File: config.mk
export PLATFORM = sky130hd
export DESIGN_NAME = result_wb_ctrl
export DESIGN_NICKNAME = d
export VERILOG_FILES = /design/src/rtl/wb_pkg.sv /design/src/rtl/res_buf2.sv /design/src/rtl/result_wb_ctrl.sv
export SDC_FILE = /design/constraint.sdc
export NUM_CORES = 1
export LEC_CHECK = 0
export BUFFER_PORTS_ARGS = -buffer_cell sky130_fd_sc_hd__buf_2
export CAP_MARGIN = 25
export CORE_ASPECT_RATIO = 0.6
export CORE_MARGIN = 10
export CORE_UTILIZATION = 52
export DETAILED_ROUTE_END_ITERATION = 10
export GPL_ROUTABILITY_DRIVEN = 0
export PLACE_DENSITY = 0.84
export SLEW_MARGIN = 20
export SYNTH_ARGS = -nofsm -noshare
export SYNTH_HDL_FRONTEND = slang
export SYNTH_SLANG_ARGS = --single-unit
File: constraint.sdc
create_clock -name clk_i -period 10.36 [get_ports clk_i]
set_input_delay 2.072 -clock clk_i [delete_from_list [all_inputs] [get_ports clk_i]]
set_output_delay 2.072 -clock clk_i [all_outputs]
set_load 0.1 [all_outputs]
File: src/rtl/wb_pkg.sv
// wb_pkg
// Shared definitions for the result write-back controller: FSM state
// encoding, default width constants and the output saturation helper.
package wb_pkg;

  typedef enum logic [1:0] {
    ST_IDLE  = 2'b00,
    ST_RUN   = 2'b01,
    ST_DRAIN = 2'b10,
    ST_DONE  = 2'b11
  } wb_state_t;

  localparam int unsigned DEF_MAC_NUM  = 8;
  localparam int unsigned DEF_ELEMENTS = 32;
  localparam int unsigned DEF_ACC_W    = 20;
  localparam int unsigned DEF_OUT_W    = 8;
  localparam int unsigned DEF_SHIFT    = 0;

  // Clamp a sign-extended value into the signed range of an out_w-bit word.
  // The caller keeps the low out_w bits of the result.
  function automatic logic signed [63:0] saturate(input logic signed [63:0] v,
                                                  input int unsigned        out_w);
    logic signed [63:0] hi;
    logic signed [63:0] lo;
    hi = (64'sd1 <<< (out_w - 1)) - 64'sd1;
    lo = -(64'sd1 <<< (out_w - 1));
    if (v > hi) return hi;
    if (v < lo) return lo;
    return v;
  endfunction

endpackage

File: src/rtl/res_buf2.sv
// res_buf2
// Two-entry (ping/pong) buffer holding whole groups of lane accumulators.
// Ports:
//   clk_i, rstn_i : clock, asynchronous active-low reset
//   push, wdata   : store one group (caller guarantees !full or pop)
//   pop           : release the oldest group (caller guarantees !empty)
//   rdata         : oldest group, valid while !empty
//   full, empty   : occupancy flags
// A push while full is legal only together with a pop; the freed slot is the
// one being written, since both pointers coincide when full.
module res_buf2 #(
  parameter int unsigned MAC_NUM = 8,
  parameter int unsigned ACC_W   = 20
) (
  input  logic                     clk_i,
  input  logic                     rstn_i,
  input  logic                     push,
  input  logic                     pop,
  input  logic [MAC_NUM*ACC_W-1:0] wdata,
  output logic [MAC_NUM*ACC_W-1:0] rdata,
  output logic                     full,
  output logic                     empty
);

  logic [MAC_NUM*ACC_W-1:0] mem [2];
  logic                     wr_ptr;
  logic                     rd_ptr;
  logic [1:0]               count;

  always_ff @(posedge clk_i or negedge rstn_i) begin
    if (!rstn_i) begin
      wr_ptr <= 1'b0;
      rd_ptr <= 1'b0;
      count  <= 2'd0;
    end else begin
      if (push) wr_ptr <= ~wr_ptr;
      if (pop)  rd_ptr <= ~rd_ptr;
      case ({push, pop})
        2'b10:   count <= count + 2'd1;
        2'b01:   count <= count - 2'd1;
        default: count <= count;
      endcase
    end
  end

  // Data storage needs no reset; occupancy is tracked by count.
  always_ff @(posedge clk_i) begin
    if (push) mem[wr_ptr] <= wdata;
  end

  assign rdata = mem[rd_ptr];
  assign full  = (count == 2'd2);
  assign empty = (count == 2'd0);

endmodule

File: src/rtl/result_wb_ctrl.sv
// result_wb_ctrl
// Write-back stage behind the PU/MAC array. On each pu_clear_i in RUN the
// MAC_NUM lane accumulators are captured into a ping/pong buffer, then
// shifted, saturated and written one word per cycle to the output RAM.
// Ports:
//   clk_i, rstn_i          : clock, asynchronous active-low reset
//   start_i                : begins a run when sampled in IDLE
//   pu_clear_i, pu_data_i  : group-complete strobe and lane accumulators
//   dout_addr/data/we_o    : output RAM write port
//   busy_o                 : RUN or DRAIN
//   overflow_o             : sticky, a group was dropped (buffer full)
//   done_o                 : one-cycle pulse after the last write
//
// state | meaning
// IDLE  | waiting for start_i
// RUN   | accepting groups until ELEMENTS/MAC_NUM have been captured
// DRAIN | no more captures, writing out what is buffered
// DONE  | one-cycle completion pulse
module result_wb_ctrl
  import wb_pkg::*;
#(
  parameter int unsigned MAC_NUM  = DEF_MAC_NUM,
  parameter int unsigned ELEMENTS = DEF_ELEMENTS,
  parameter int unsigned ACC_W    = DEF_ACC_W,
  parameter int unsigned OUT_W    = DEF_OUT_W,
  parameter int unsigned SHIFT    = DEF_SHIFT
) (
  input  logic                        clk_i,
  input  logic                        rstn_i,
  input  logic                        start_i,
  input  logic                        pu_clear_i,
  input  logic [MAC_NUM*ACC_W-1:0]    pu_data_i,
  output logic [$clog2(ELEMENTS)-1:0] dout_addr_o,
  output logic [OUT_W-1:0]            dout_data_o,
  output logic                        dout_we_o,
  output logic                        busy_o,
  output logic                        overflow_o,
  output logic                        done_o
);

  localparam int unsigned GROUPS = ELEMENTS / MAC_NUM;
  localparam int unsigned ADDR_W = $clog2(ELEMENTS);
  localparam int unsigned LANE_W = (MAC_NUM > 1) ? $clog2(MAC_NUM) : 1;
  localparam int unsigned GRP_W  = $clog2(GROUPS + 1);
  localparam logic [LANE_W-1:0] LANE_LAST = LANE_W'(MAC_NUM - 1);

  wb_state_t state;
  wb_state_t state_nxt;
  logic      run_start;

  logic [MAC_NUM*ACC_W-1:0] buf_rdata;
  logic                     buf_full;
  logic                     buf_empty;

  logic [LANE_W-1:0] lane_left;
  logic [LANE_W-1:0] lane_idx;
  logic [GRP_W-1:0]  grp_left;
  logic [ADDR_W-1:0] word_cnt;

  logic capture;
  logic accept;
  logic drop;
  logic pop;

  logic signed [ACC_W-1:0] lane_acc;
  logic signed [63:0]      acc_ext;
  logic [OUT_W-1:0]        conv;

  // The serializer runs whenever the buffer holds a group; the entry is
  // released on the edge that issues its final lane, which is what lets a
  // capture on that same edge succeed even with both slots occupied.
  assign pop     = !buf_empty && (lane_left == '0);
  assign capture = (state == ST_RUN) && pu_clear_i;
  assign accept  = capture && (!buf_full || pop);
  assign drop    = capture && !accept;

  res_buf2 #(
    .MAC_NUM (MAC_NUM),
    .ACC_W   (ACC_W)
  ) u_buf (
    .clk_i  (clk_i),
    .rstn_i (rstn_i),
    .push   (accept),
    .pop    (pop),
    .wdata  (pu_data_i),
    .rdata  (buf_rdata),
    .full   (buf_full),
    .empty  (buf_empty)
  );

  assign lane_idx = LANE_LAST - lane_left;
  assign lane_acc = buf_rdata[lane_idx*ACC_W +: ACC_W];
  assign acc_ext  = 64'(lane_acc);
  assign conv     = OUT_W'(saturate(acc_ext >>> SHIFT, OUT_W));

  always_ff @(posedge clk_i or negedge rstn_i) begin
    if (!rstn_i) state <= ST_IDLE;
    else         state <= state_nxt;
  end

  always_comb begin
    state_nxt = state;
    run_start = 1'b0;
    busy_o    = 1'b0;
    done_o    = 1'b0;
    case (state)
      ST_IDLE: begin
        if (start_i) begin
          state_nxt = ST_RUN;
          run_start = 1'b1;
        end
      end
      ST_RUN: begin
        busy_o = 1'b1;
        if (accept && (grp_left == GRP_W'(1))) state_nxt = ST_DRAIN;
      end
      ST_DRAIN: begin
        busy_o = 1'b1;
        // Empty here means the final lane was issued on the previous edge.
        if (buf_empty) state_nxt = ST_DONE;
      end
      ST_DONE: begin
        done_o    = 1'b1;
        state_nxt = ST_IDLE;
      end
      default: state_nxt = ST_IDLE;
    endcase
  end

  always_ff @(posedge clk_i or negedge rstn_i) begin
    if (!rstn_i) begin
      grp_left    <= '0;
      lane_left   <= LANE_LAST;
      word_cnt    <= '0;
      overflow_o  <= 1'b0;
      dout_addr_o <= '0;
      dout_data_o <= '0;
      dout_we_o   <= 1'b0;
    end else begin
      if (run_start) begin
        grp_left   <= GRP_W'(GROUPS);
        word_cnt   <= '0;
        overflow_o <= 1'b0;
      end else begin
        if (accept) grp_left   <= grp_left - GRP_W'(1);
        if (drop)   overflow_o <= 1'b1;
      end

      dout_we_o <= !buf_empty;
      if (!buf_empty) begin
        dout_addr_o <= word_cnt;
        dout_data_o <= conv;
        word_cnt    <= word_cnt + ADDR_W'(1);
        lane_left   <= (lane_left == '0) ? LANE_LAST : lane_left - LANE_W'(1);
      end
    end
  end

endmodule

Yosys cells after proc, flatten, opt, wreduce, memory -nomap -nowiden
Memory sizes are Yosys's and may differ from the RTL's.
Index checks and enable logic that the tools add are counted.

storage, ports and cells
  register bits = 32
  memory bits (writable) = 320
  input port bits = 164
  memories kept = 1

memories
  name       depth  bits a word  read ports  clocked after Yosys merged registers in  wr ports  RTL line        source
  u_buf.mem  2      160          1           0                                        1         res_buf2.sv:25  logic [MAC_NUM*ACC_W-1:0] mem [2];

operators by class
  add/subtract/negate cells = 6
  multiply operators = 1
  order comparisons = 2
  eq/ne operators = 11
  shifts and indexed selects = 1
  muxes and demuxes = 25
  bitwise logic cells = 2
  reduce and logical (&&, ||, !) cells = 17

operators with widths
  kind                                                             count
  indexed part select 160 x 9 -> 20 bit                            1
  2-to-1 mux 8 bit                                                 4
  greater-than comparator 20 x 8 -> 1 bit (second input constant)  1
  < comparator 20 x 8 -> 1 bit (second input constant)             1
  2-to-1 mux 1 bit                                                 11
  2-to-1 mux 5 bit                                                 2
  2-to-1 mux 3 bit                                                 3
  == test 2 bit (second input constant)                            4
  one-hot mux 2 bit (4 select lines)                               1
  multiplier 3 x 3 -> 6 bit (second input constant)                1
  2-to-1 mux 2 bit                                                 3
  != test 2 bit (second input constant)                            3
  nonzero test 2 bit                                               3
  subtractor 3 x 1 -> 3 bit (second input constant)                2
  adder 5 x 1 -> 5 bit (second input constant)                     1
  logical AND 1 bit                                                5
  == test 2 x 1 -> 1 bit (second input constant)                   2
  zero test 2 bit                                                  2
  one-hot mux 2 bit (2 select lines)                               1
  == test 3 x 1 -> 1 bit (second input constant)                   1
  zero test 1 bit                                                  3
  zero test 3 bit                                                  1
  AND reduction 3 bit                                              1
  subtractor 3 bit (first input constant)                          1
  6 further kinds                                                  7

Depth between registers and ports, before layout
Gate-level depths: netlist of run 1.

  word-level depth = 9
  gate-level depth with buffers = 15
  mapped depth without buffers = 10

Cells and area by module
A second synthesis of run 1 with hierarchy kept.

unflattened totals
  cells, all modules = 723
  area total of the unflattened synthesis = 14765.4 um^2

modules (own cells, without submodules)
  module          times used  cells each  area an instance (um^2)
  res_buf2        1           514         12091.6
  result_wb_ctrl  1           209         2673.8

Worst setup path after synthesis of run 1
Ideal clock, no wire load.

  path type = input to register
  start = input port pu_clear_i
  end = memory u_buf.mem[0][0] (netlist bit), enable pin
  library setup time = 682 ps
  arrival time = 9223 ps
  path slack = 455 ps
  stages = 4
  cell sequence = nand2_1 > nor2_1 > inv_1 > nor2_1

between the ends
  cells in the longest elaborated chain, start to end = 4

ends and longest elaborated chain
  element                                 RTL line              source
  start, declared                         result_wb_ctrl.sv:31  input logic pu_clear_i,
  logical AND 1 bit                       result_wb_ctrl.sv:73  assign capture = (state == ST_RUN) && pu_clear_i;
  logical AND 1 bit                       result_wb_ctrl.sv:74  assign accept = capture && (!buf_full || pop);
  2-to-1 mux 1 bit                        res_buf2.sv:48        if (push) mem[wr_ptr] <= wdata;
  2-to-1 mux 1 bit (not written as such)  res_buf2.sv:48
  end, declared                           res_buf2.sv:25

Every way passes these cells.

Worst setup path in the final report of run 1
  start = input port pu_clear_i
  end = memory u_buf.mem[1][79] (netlist bit), enable pin

The elaborated chain is that of the path after synthesis.

==> metrics.cfg, run 1 <==
[clock_network]
clkLatencyLatePin_ns = 0.56
cts_setup_buffers = 0
cts_max_level = 1
cts_buffers = 31
holdBufCountCts = 0
cts_root_buf = clkbuf_16
clock_sinks = 352
cts_buffer_depth = 3
cts_tree = done
path_clk_slew_ns = 0.07
cts_repair_resize_count = 0

[synthesis]
yosysTopAreaCell = edfxtp_1
synth_most_common_cell = edfxtp_1
ys_types = 46
synth_ff_type = edfxtp_1
ys_async_sr_fraction = 0.0909
yosys_warnings = 0
synth_top_area_share = 0.697
synth_area_leaders = edfxtp_1 70%, mux4_2 11%, dfrtp_1 5.3%, mux2i_1 2.5%, mux4_1 1.3%
ys_seq_elements = 352
syn_inst = 673
avgSynthCellArea_um2 = 20.5
synth.net_count = 848
syn_area_um2 = 13800
yosysSeqAreaShare = 0.756
ys_top_cells_by_count = 320 x edfxtp_1, 66 x mux4_2, 34 x mux2i_1
synth_edf_count = 320

[placed_design]
io_buffers = 180
dp.cells = 1189
hpwl_um = 19700
pre_cts_ws_ns = 5.03

[drt]
dr.pass1.iters = 5
ant_nets = 0
vias_per_cell = 5.65
drt_iter0_drc = 759
totalWireLength_um = 29600
avgRoutedWirePerCell_um = 23.6
vias = 7076
drc = 0

[cells_and_area]
drive_gt1_frac = 0.358
fillers = 1877
syn2layout_area_growth_pct = 16.9
final_nets = 1040
instances_no_fill = 1253
final_core_util = 0.614

[timing]
slew_viol_final = 0
hold_ws_ns = 0.501
period_share = 0.455
fmax_ghz = 0.212
rsz0062_at_grt = no
layout_min_cycle_time_ns = 4.72
worst_pin_slew_ns = 1.01
fin_setup_tns_ns = 0
skew_ns = 0.00746
max_slew_margin = 0.323
finalSetupViolations = 0
setup_slack_ns = 5.64
timing_hold_violations_final = 0

[worst_setup_path]
crit_arrival_ns = 4.90
worst_setup_path_start_kind = input pin
cp_max_fo = 63
cp_data_required_time_ns = 10.55
path_class = in -> reg
worst-r2r-cell-count = 8
endpoint_kind = register

[global_route]
grt_use_met1 = 0.246
met2_usage = 0.273
antenna_found_initial = 4
grt_pass1_vias = 7551
grt_pass1_wl_um = 45300
grt_max_degree = 129
grt_usage = 0.174
gr-usage-met3 = 0.0468
grt_busiest_layer = met2
grt_overflow = 0

[floorplan]
placementRows = 46
die-area_um2 = 33600
initial_core_util = 0.525
core_um2 = 26200
dieHeight_um = 146
die_w_um = 230
io_pins = 181

[power_and_ir_drop]
p_leak_nw = 5.69
powerDensity_nw_per_um2 = 288
switching_share = 0.337
clkPwrFrac = 0.251
power.ir.vdd_worst_mv = 0.180
p_int_mw = 3.08
power_switching_mw = 1.57
seqPwrFrac = 0.433
combPwrFrac = 0.316

[min_path]
min_delay_path_depth = 1
hold_path_class = reg -> reg

[run_status]
status = finished clean

[flow_run]
max-cap-violations = 0

area by class of cell:
class / instances / area (um^2) / area share
Timing Repair Buffer: 190 / 1010 / 0.0629
Tap cell: 360 / 450 / 0.0280
Sequential cell: 352 / 10400 / 0.647
Inverter: 10 / 37.5 / 0.00233
Multi-Input combinational cell: 280 / 3150 / 0.195
Antenna cell: 3 / 7.51 / 0.000466
Clock buffer: 43 / 841 / 0.0522
Clock inverter: 15 / 189 / 0.0117
metal layers:
layer	routed length (um)	up-vias	share of wire
met2	13900	282	0.47
met3	2460	31	0.083
met1	12800	3596	0.43
met5	7	-	0.00024
met4	365	2	0.012
li1	-	3165	-
through the flow:
stage | total power [mW] | instance area, um^2
3_5_place_dp | 3.51 | 15000
6_report | 4.65 | 16100
2_1_floorplan | 3.16 | 13800
3_3_place_gp | 3.46 | 15000
5_1_grt | 4.88 | 16100
4_1_cts | 4.67 | 16100
worst max-delay path, cell delays in order:
cell     delay, ns
buf_2         0.09
nand2_1       0.04
nor2_1        0.48
and2_4        0.60
buf_4         0.76
buf_4         0.76
state kept, by name, summed over array words and instances, names as in the netlist:
name,flops
state,2
dout_addr_o,5
word_cnt,5
dout_data_o,8
overflow_o,1
u_buf.rd_ptr,1
grp_left,3
u_buf.wr_ptr,1
dout_we_o,1
u_buf.count,2
lane_left,3
u_buf.mem,320
cells by family (layout without fill, tap and decap cells):
logic type,count (synthesis),in the layout,synth area share
AOI/OAI and AO/OA,70,70,0.0359
xor gates and xnor gates,8,8,0.00509
adders and majority gates,11,11,0.00999
buffers and inverters,41,258,0.0166
DFF,352,352,0.756
muxes,111,111,0.149
other,0,3,0
and+or+nand+nor,80,80,0.0274
power by group through the flow:
stage	Clock, mW	Combinational [mW]	Sequential, mW
global route	1.25	1.58	2.05
detailed placement	0	1.46	2.05
CTS	1.19	1.46	2.02
finish	1.17	1.47	2.01
floorplan	0	1.04	2.12
global placement	0	1.43	2.03
worst paths after layout:
check,start,end,slack [ns]
max,pu_clear_i,u_buf.mem[1][79]$_DFFE_PP_,5.64
min,u_buf.count[1]$_DFFE_PN0P_,u_buf.count[1]$_DFFE_PN0P_,0.50
max reg2reg,lane_left[0]$_DFFE_PN1N_,u_buf.mem[1][79]$_DFFE_PP_,5.77
min reg2reg,u_buf.count[1]$_DFFE_PN0P_,u_buf.count[1]$_DFFE_PN0P_,0.50
max in group asynchronous,rstn_i,u_buf.rd_ptr$_DFFE_PN0P_,8.21
min in group asynchronous,rstn_i,dout_we_o$_DFF_PN0_,1.58
placed cells by master, fill, tap and decap left out, types with 2 or more instances in the layout:
cell type / count
mux4_1: 7
clkinvlp_4: 3
mux2i_1: 34
inv_6: 2
nand2_1: 28
clkbuf_16: 31
clkbuf_1: 10
nor3_1: 2
clkinv_1: 2
edfxtp_1: 320
dfrtp_1: 28
nor2_1: 21
buf_2: 180
ha_1: 11
mux4_2: 66
nand3_1: 6
mux2_2: 4
a21oi_1: 12
nor2b_1: 4
o22ai_1: 7
a22o_1: 2
dfstp_2: 2
diode_2: 3
o21ai_0: 20
xor2_1: 5
bufinv_16: 4
inv_1: 8
buf_12: 3
and3_1: 5
nand2b_1: 5
a22oi_1: 6
buf_4: 7
xnor2_1: 3
clkinv_2: 5
a221oi_1: 16
clkbuf_8: 2
(Power assumes the default switching activity.)
==> run 2: changes to the inputs <==
clock period = 4.2 ns   (was 10.36 ns; I/O delays follow)
==> run 2 against run 1 <==
Final cell count barely moved. Count of clock-buffer cells in the layout down 3. Clock skew grew 0.0034 ns. Combinational power increased to 2.6 times the previous value. First-iteration DRC count is 5.1% higher. Total power rose by 140%. Flip-flop and latch count unchanged. Register-to-register slack lost 5.2 ns. Via count rose by 1.8%. Core utilization barely moved. Global-route usage fell by 0.15 points. Clock power rose by 130%.
==> metrics.cfg, run 2 (synthesized netlist as in run 1, its figures left out) <==
[worst_setup_path]
r2r_setup_slack_ns = 0.61
cp_max_fo = 44
endpoint_kind = register
worst_setup_path_start_kind = register
crit_arrival_ns = 4.02
crit_chain = nor2_1, a221oi_1, a21oi_1, o221ai_2, or4_4, o41ai_4, o22ai_1
path_class = reg -> reg
cpMaxStageDelayCell = nor2_1
slowest_delay_ns = 0.78
cp_data_required_time_ns = 4.63

[floorplan]
core_um2 = 26200
die-area_um2 = 33600
dieHeight_um = 146
initial_core_util = 0.525
placementRows = 46
die_w_um = 230
io_pins = 181

[drt]
vias = 7206
dr.pass1.iters = 5
drc = 0
drt_iter0_drc = 798
totalWireLength_um = 29700
ant_nets = 0
vias_per_cell = 5.75
avgRoutedWirePerCell_um = 23.7

[timing]
period_share = 0.855
fin_setup_tns_ns = 0
skew_ns = 0.0108
worst_pin_slew_ns = 0.915
timing_hold_violations_final = 0
finalSetupViolations = 0
layout_min_cycle_time_ns = 3.59
rsz0062_at_grt = no
fmax_ghz = 0.278
slew_viol_final = 0
max_slew_margin = 0.388

[cells_and_area]
instances_no_fill = 1254
final_nets = 1042
largest_reg_flops = 320
drive_gt1_frac = 0.367
fillers = 1889
largest-register = u_buf.mem
mostFrequentLayoutCells = 320 x edfxtp_1, 180 x buf_2, 66 x mux4_2, 34 x mux2i_1, 31 x clkbuf_16
syn2layout_area_growth_pct = 16.9
layout_commonest_cell = edfxtp_1
top_regs = u_buf.mem x320, dout_data_o x8

[global_route]
grt_overflow = 0
grt_pass1_vias = 7501
grt_usage = 0.172
antenna_found_initial = 1
grt_pass1_wl_um = 44700
grt_max_degree = 116

[run_status]
status = finished clean

[clock_network]
path_clk_slew_ns = 0.06
cts_tree = done
holdBufCountCts = 0
cts_buffer_depth = 3
cts_setup_buffers = 0
cts_root_buf = clkbuf_16
clock_sinks = 352
cts_max_level = 1
cts_repair_resize_count = 0
cts_buffers = 31
clkLatencyLatePin_ns = 0.57

[min_path]
hold_path_class = in -> async

[power_and_ir_drop]
p_leak_nw = 5.69
power.ir.vdd_worst_mv = 0.435
powerDensity_nw_per_um2 = 705

[placed_design]
hpwl_um = 20200
dp.cells = 1194
io_buffers = 180

[flow_run]
max-cap-violations = 0

==> run 2: critical path: cells and delay by family, from the launching register on <==
| kind | cells | cell delay, ns |
|---|---|---|
| flip-flops | 1 | 0.65 |
| AO/OA/AOI/OAI | 5 | 1.44 |
| AND/OR/NAND/NOR | 2 | 1.35 |
==> run 2: per-stage QoR <==
step / area (um^2) / setup WS (ns) / hold WS [ns] / power [mW] / util
final: 16100 / 0.609 / 0.328 / 11.4 / 0.614
after global routing: 16100 / 0.447 / 0.370 / 11.9 / 0.613
after floorplan: 13800 / -0.305 / 0.457 / 7.79 / -
after CTS: 16100 / 0.670 / 0.331 / 11.5 / 0.613
after detailed placement: 15100 / 0.691 / 0.457 / 8.69 / 0.576
after global placement: 15100 / 0.842 / 0.448 / 8.58 / 0.576
==> run 2: power by group <==
group          switching, mW  leakage [nW]  total, mW  internal [mW]
clock network           1.23         0.482       2.74           1.52
logic                   2.29          1.93       3.78           1.49
registers              0.362          3.28       4.83           4.47
==> run 2: cell type report <==
cell class                      count  area (um^2)  area share
Inverter                           10         40.0     0.00249
Timing Repair Buffer              192         1040      0.0646
Clock buffer                       40          830      0.0515
Clock inverter                     18          149     0.00925
Multi-Input combinational cell    280         3170       0.197
Sequential cell                   352        10400       0.647
Tap cell                          360          450      0.0280
Antenna cell                        2         5.00    0.000311
==> run 2: metal layers <==
layer / GRT usage / wire length (um) / part of all wire
met3: 0.0478 / 2590 / 0.087
met2: 0.268 / 14100 / 0.47
met1: 0.243 / 12600 / 0.42
met5: 0 / 14 / 0.00047
met4: 0.0295 / 423 / 0.014
==> run 2: path summary, 6_finish.rpt <==
check                                           start                          to  cells past startpoint
max                          lane_left[0]$_DFFE_PN1N_  dout_data_o[5]$_DFFE_PN0N_                      7
min                                            rstn_i  dout_addr_o[2]$_DFFE_PN0N_                      1
max reg2reg                  lane_left[0]$_DFFE_PN1N_  dout_data_o[5]$_DFFE_PN0N_                      7
min reg2reg                dout_addr_o[2]$_DFFE_PN0N_  dout_addr_o[2]$_DFFE_PN0N_                      2
max in group asynchronous                      rstn_i    u_buf.rd_ptr$_DFFE_PN0P_                      1
min in group clk_i                      pu_data_i[11]  u_buf.mem[0][11]$_DFFE_PP_                      1
==> run 3: changes to the inputs <==
CELL_PAD_IN_SITES_DETAIL_PLACEMENT = 1   (was not set)
CELL_PAD_IN_SITES_GLOBAL_PLACEMENT = 2   (was not set)
CORE_UTILIZATION = 39   (was 52)
PLACE_DENSITY = 0.83   (was 0.84)
==> run 3 against run 2 <==
Clock power increased by 7.7%. Global-route usage decreased by 2.4 points. Hold slack improved by 0.060 ns. Cell area increased by 1.6%. Via count decreased by 0.69%. Sequential share of layout area decreased by 1.0 points. Critical endpoint unchanged.
==> metrics.cfg, run 3 (synthesized netlist as in run 1, its figures left out) <==
[clock_network]
cts_buffers = 35
cts_max_level = 2
path_clk_slew_ns = 0.06
cts_setup_buffers = 0
clkLatencyLatePin_ns = 0.53
cts_tree = done
holdBufCountCts = 0
cts_buffer_depth = 3
cts_repair_resize_count = 0
cts_root_buf = clkbuf_16
clock_sinks = 352

[timing]
worst_pin_slew_ns = 0.948
max_slew_margin = 0.367
period_share = 0.792
finalSetupViolations = 0
hold_ws_ns = 0.387
timing_hold_violations_final = 0
fin_setup_tns_ns = 0
slew_viol_final = 0
rsz0062_at_grt = no
fmax_ghz = 0.301
skew_ns = 0.0140
layout_min_cycle_time_ns = 3.33

[global_route]
antenna_found_initial = 10
grt_pass1_wl_um = 49200
grt_overflow = 0
grt_pass1_vias = 7797
grt_max_degree = 113
grt_usage = 0.149

[cells_and_area]
final_nets = 1050
fillers = 3286
instances_no_fill = 1371
largest-register = u_buf.mem
drive_gt1_frac = 0.362
top_regs = u_buf.mem x320, dout_data_o x8
final_core_util = 0.468
syn2layout_area_growth_pct = 18.7
final_area_um2 = 16400
mostFrequentLayoutCells = 320 x edfxtp_1, 180 x buf_2, 66 x mux4_2, 35 x clkbuf_16, 34 x mux2i_1
largest_reg_flops = 320
layout_commonest_cell = edfxtp_1

[drt]
drt_iter0_drc = 699
totalWireLength_um = 32800
drc = 0
dr.pass1.iters = 5
vias = 7156
ant_nets = 0
avgRoutedWirePerCell_um = 23.9
vias_per_cell = 5.22

[worst_setup_path]
path_class = reg -> reg
path_delay_family = simple AND/OR/NAND/NOR gates
cpMaxStageDelayCell = dfstp_4
worst_setup_path_start_kind = register
endpoint_kind = register
crit_chain = nor2b_1, buf_4, a221oi_1, a22oi_1, nand2_1, or4_4, o41ai_4, o22ai_1
crit_arrival_ns = 3.72
slowest_delay_ns = 0.91
cp_num_buf_inv = 1
cp_data_required_time_ns = 4.59
cp_max_fo = 35

[power_and_ir_drop]
powerDensity_nw_per_um2 = 709
power.ir.vdd_worst_mv = 0.277
p_leak_nw = 5.74

[min_path]
hold_path_class = in -> async

[floorplan]
initial_core_util = 0.394
core_um2 = 34900
io_pins = 181
placementRows = 53
die_w_um = 263
dieHeight_um = 166
die-area_um2 = 43500

[placed_design]
hpwl_um = 22900
dp.cells = 1305
post_dp_cell_area_um2 = 15300
io_buffers = 180

[run_status]
status = finished clean

[flow_run]
max-cap-violations = 0

## run 3: cell types whose count changed in the layout (fill, tap and decap cells not counted), sizes merged
cell / delta
inv: +1
clkbuf: +6
clkinv: -1
clkinvlp: -2
buf: +4
diode: +2
## run 3: worst paths after layout
kind,start,endpoint,slack [ns],cells past startpoint
worst max-delay path,lane_left[0]$_DFFE_PN1N_,dout_data_o[5]$_DFFE_PN0N_,0.87,8
worst min-delay path,rstn_i,dout_addr_o[4]$_DFFE_PN0N_,0.39,1
worst max register to register,lane_left[0]$_DFFE_PN1N_,dout_data_o[5]$_DFFE_PN0N_,0.87,8
worst min register to register,dout_addr_o[1]$_DFFE_PN0N_,dout_addr_o[1]$_DFFE_PN0N_,0.46,2
max in group asynchronous,rstn_i,u_buf.rd_ptr$_DFFE_PN0P_,3.25,1
min in group clk_i,dout_addr_o[1]$_DFFE_PN0N_,dout_addr_o[1]$_DFFE_PN0N_,0.46,2
## run 3: where the power goes
part / total (mW) / switching, mW / internal (mW)
Clock: 2.95 / 1.28 / 1.67
Combinational: 3.80 / 2.29 / 1.51
Sequential: 4.86 / 0.387 / 4.47
Total: 11.6 / 3.96 / 7.65
## run 3: final cells by class
type / instances / area, um^2 / share of cell area
Timing Repair Buffer: 196 / 1080 / 0.0663
Inverter: 10 / 40.0 / 0.00245
Multi-Input combinational cell: 280 / 3170 / 0.194
Tap cell: 467 / 584 / 0.0357
Clock inverter: 16 / 131 / 0.00803
Sequential cell: 352 / 10400 / 0.637
Antenna cell: 4 / 10.0 / 0.000612
Clock buffer: 46 / 917 / 0.0561
## run 3: through the flow
step                      setup slack, ns  power (mW)
final                               0.874        11.6
after detailed placement            0.842        8.79
after CTS                           0.853        11.7
after floorplan                    -0.305        7.79
after global placement              0.915        8.67
after global routing                0.645        12.2
## run 3: metal layers
layer	track usage	routed length [um]
met4	0.0343	434
met2	0.235	15500
met3	0.0420	2130
met5	0	58
met1	0.202	14700
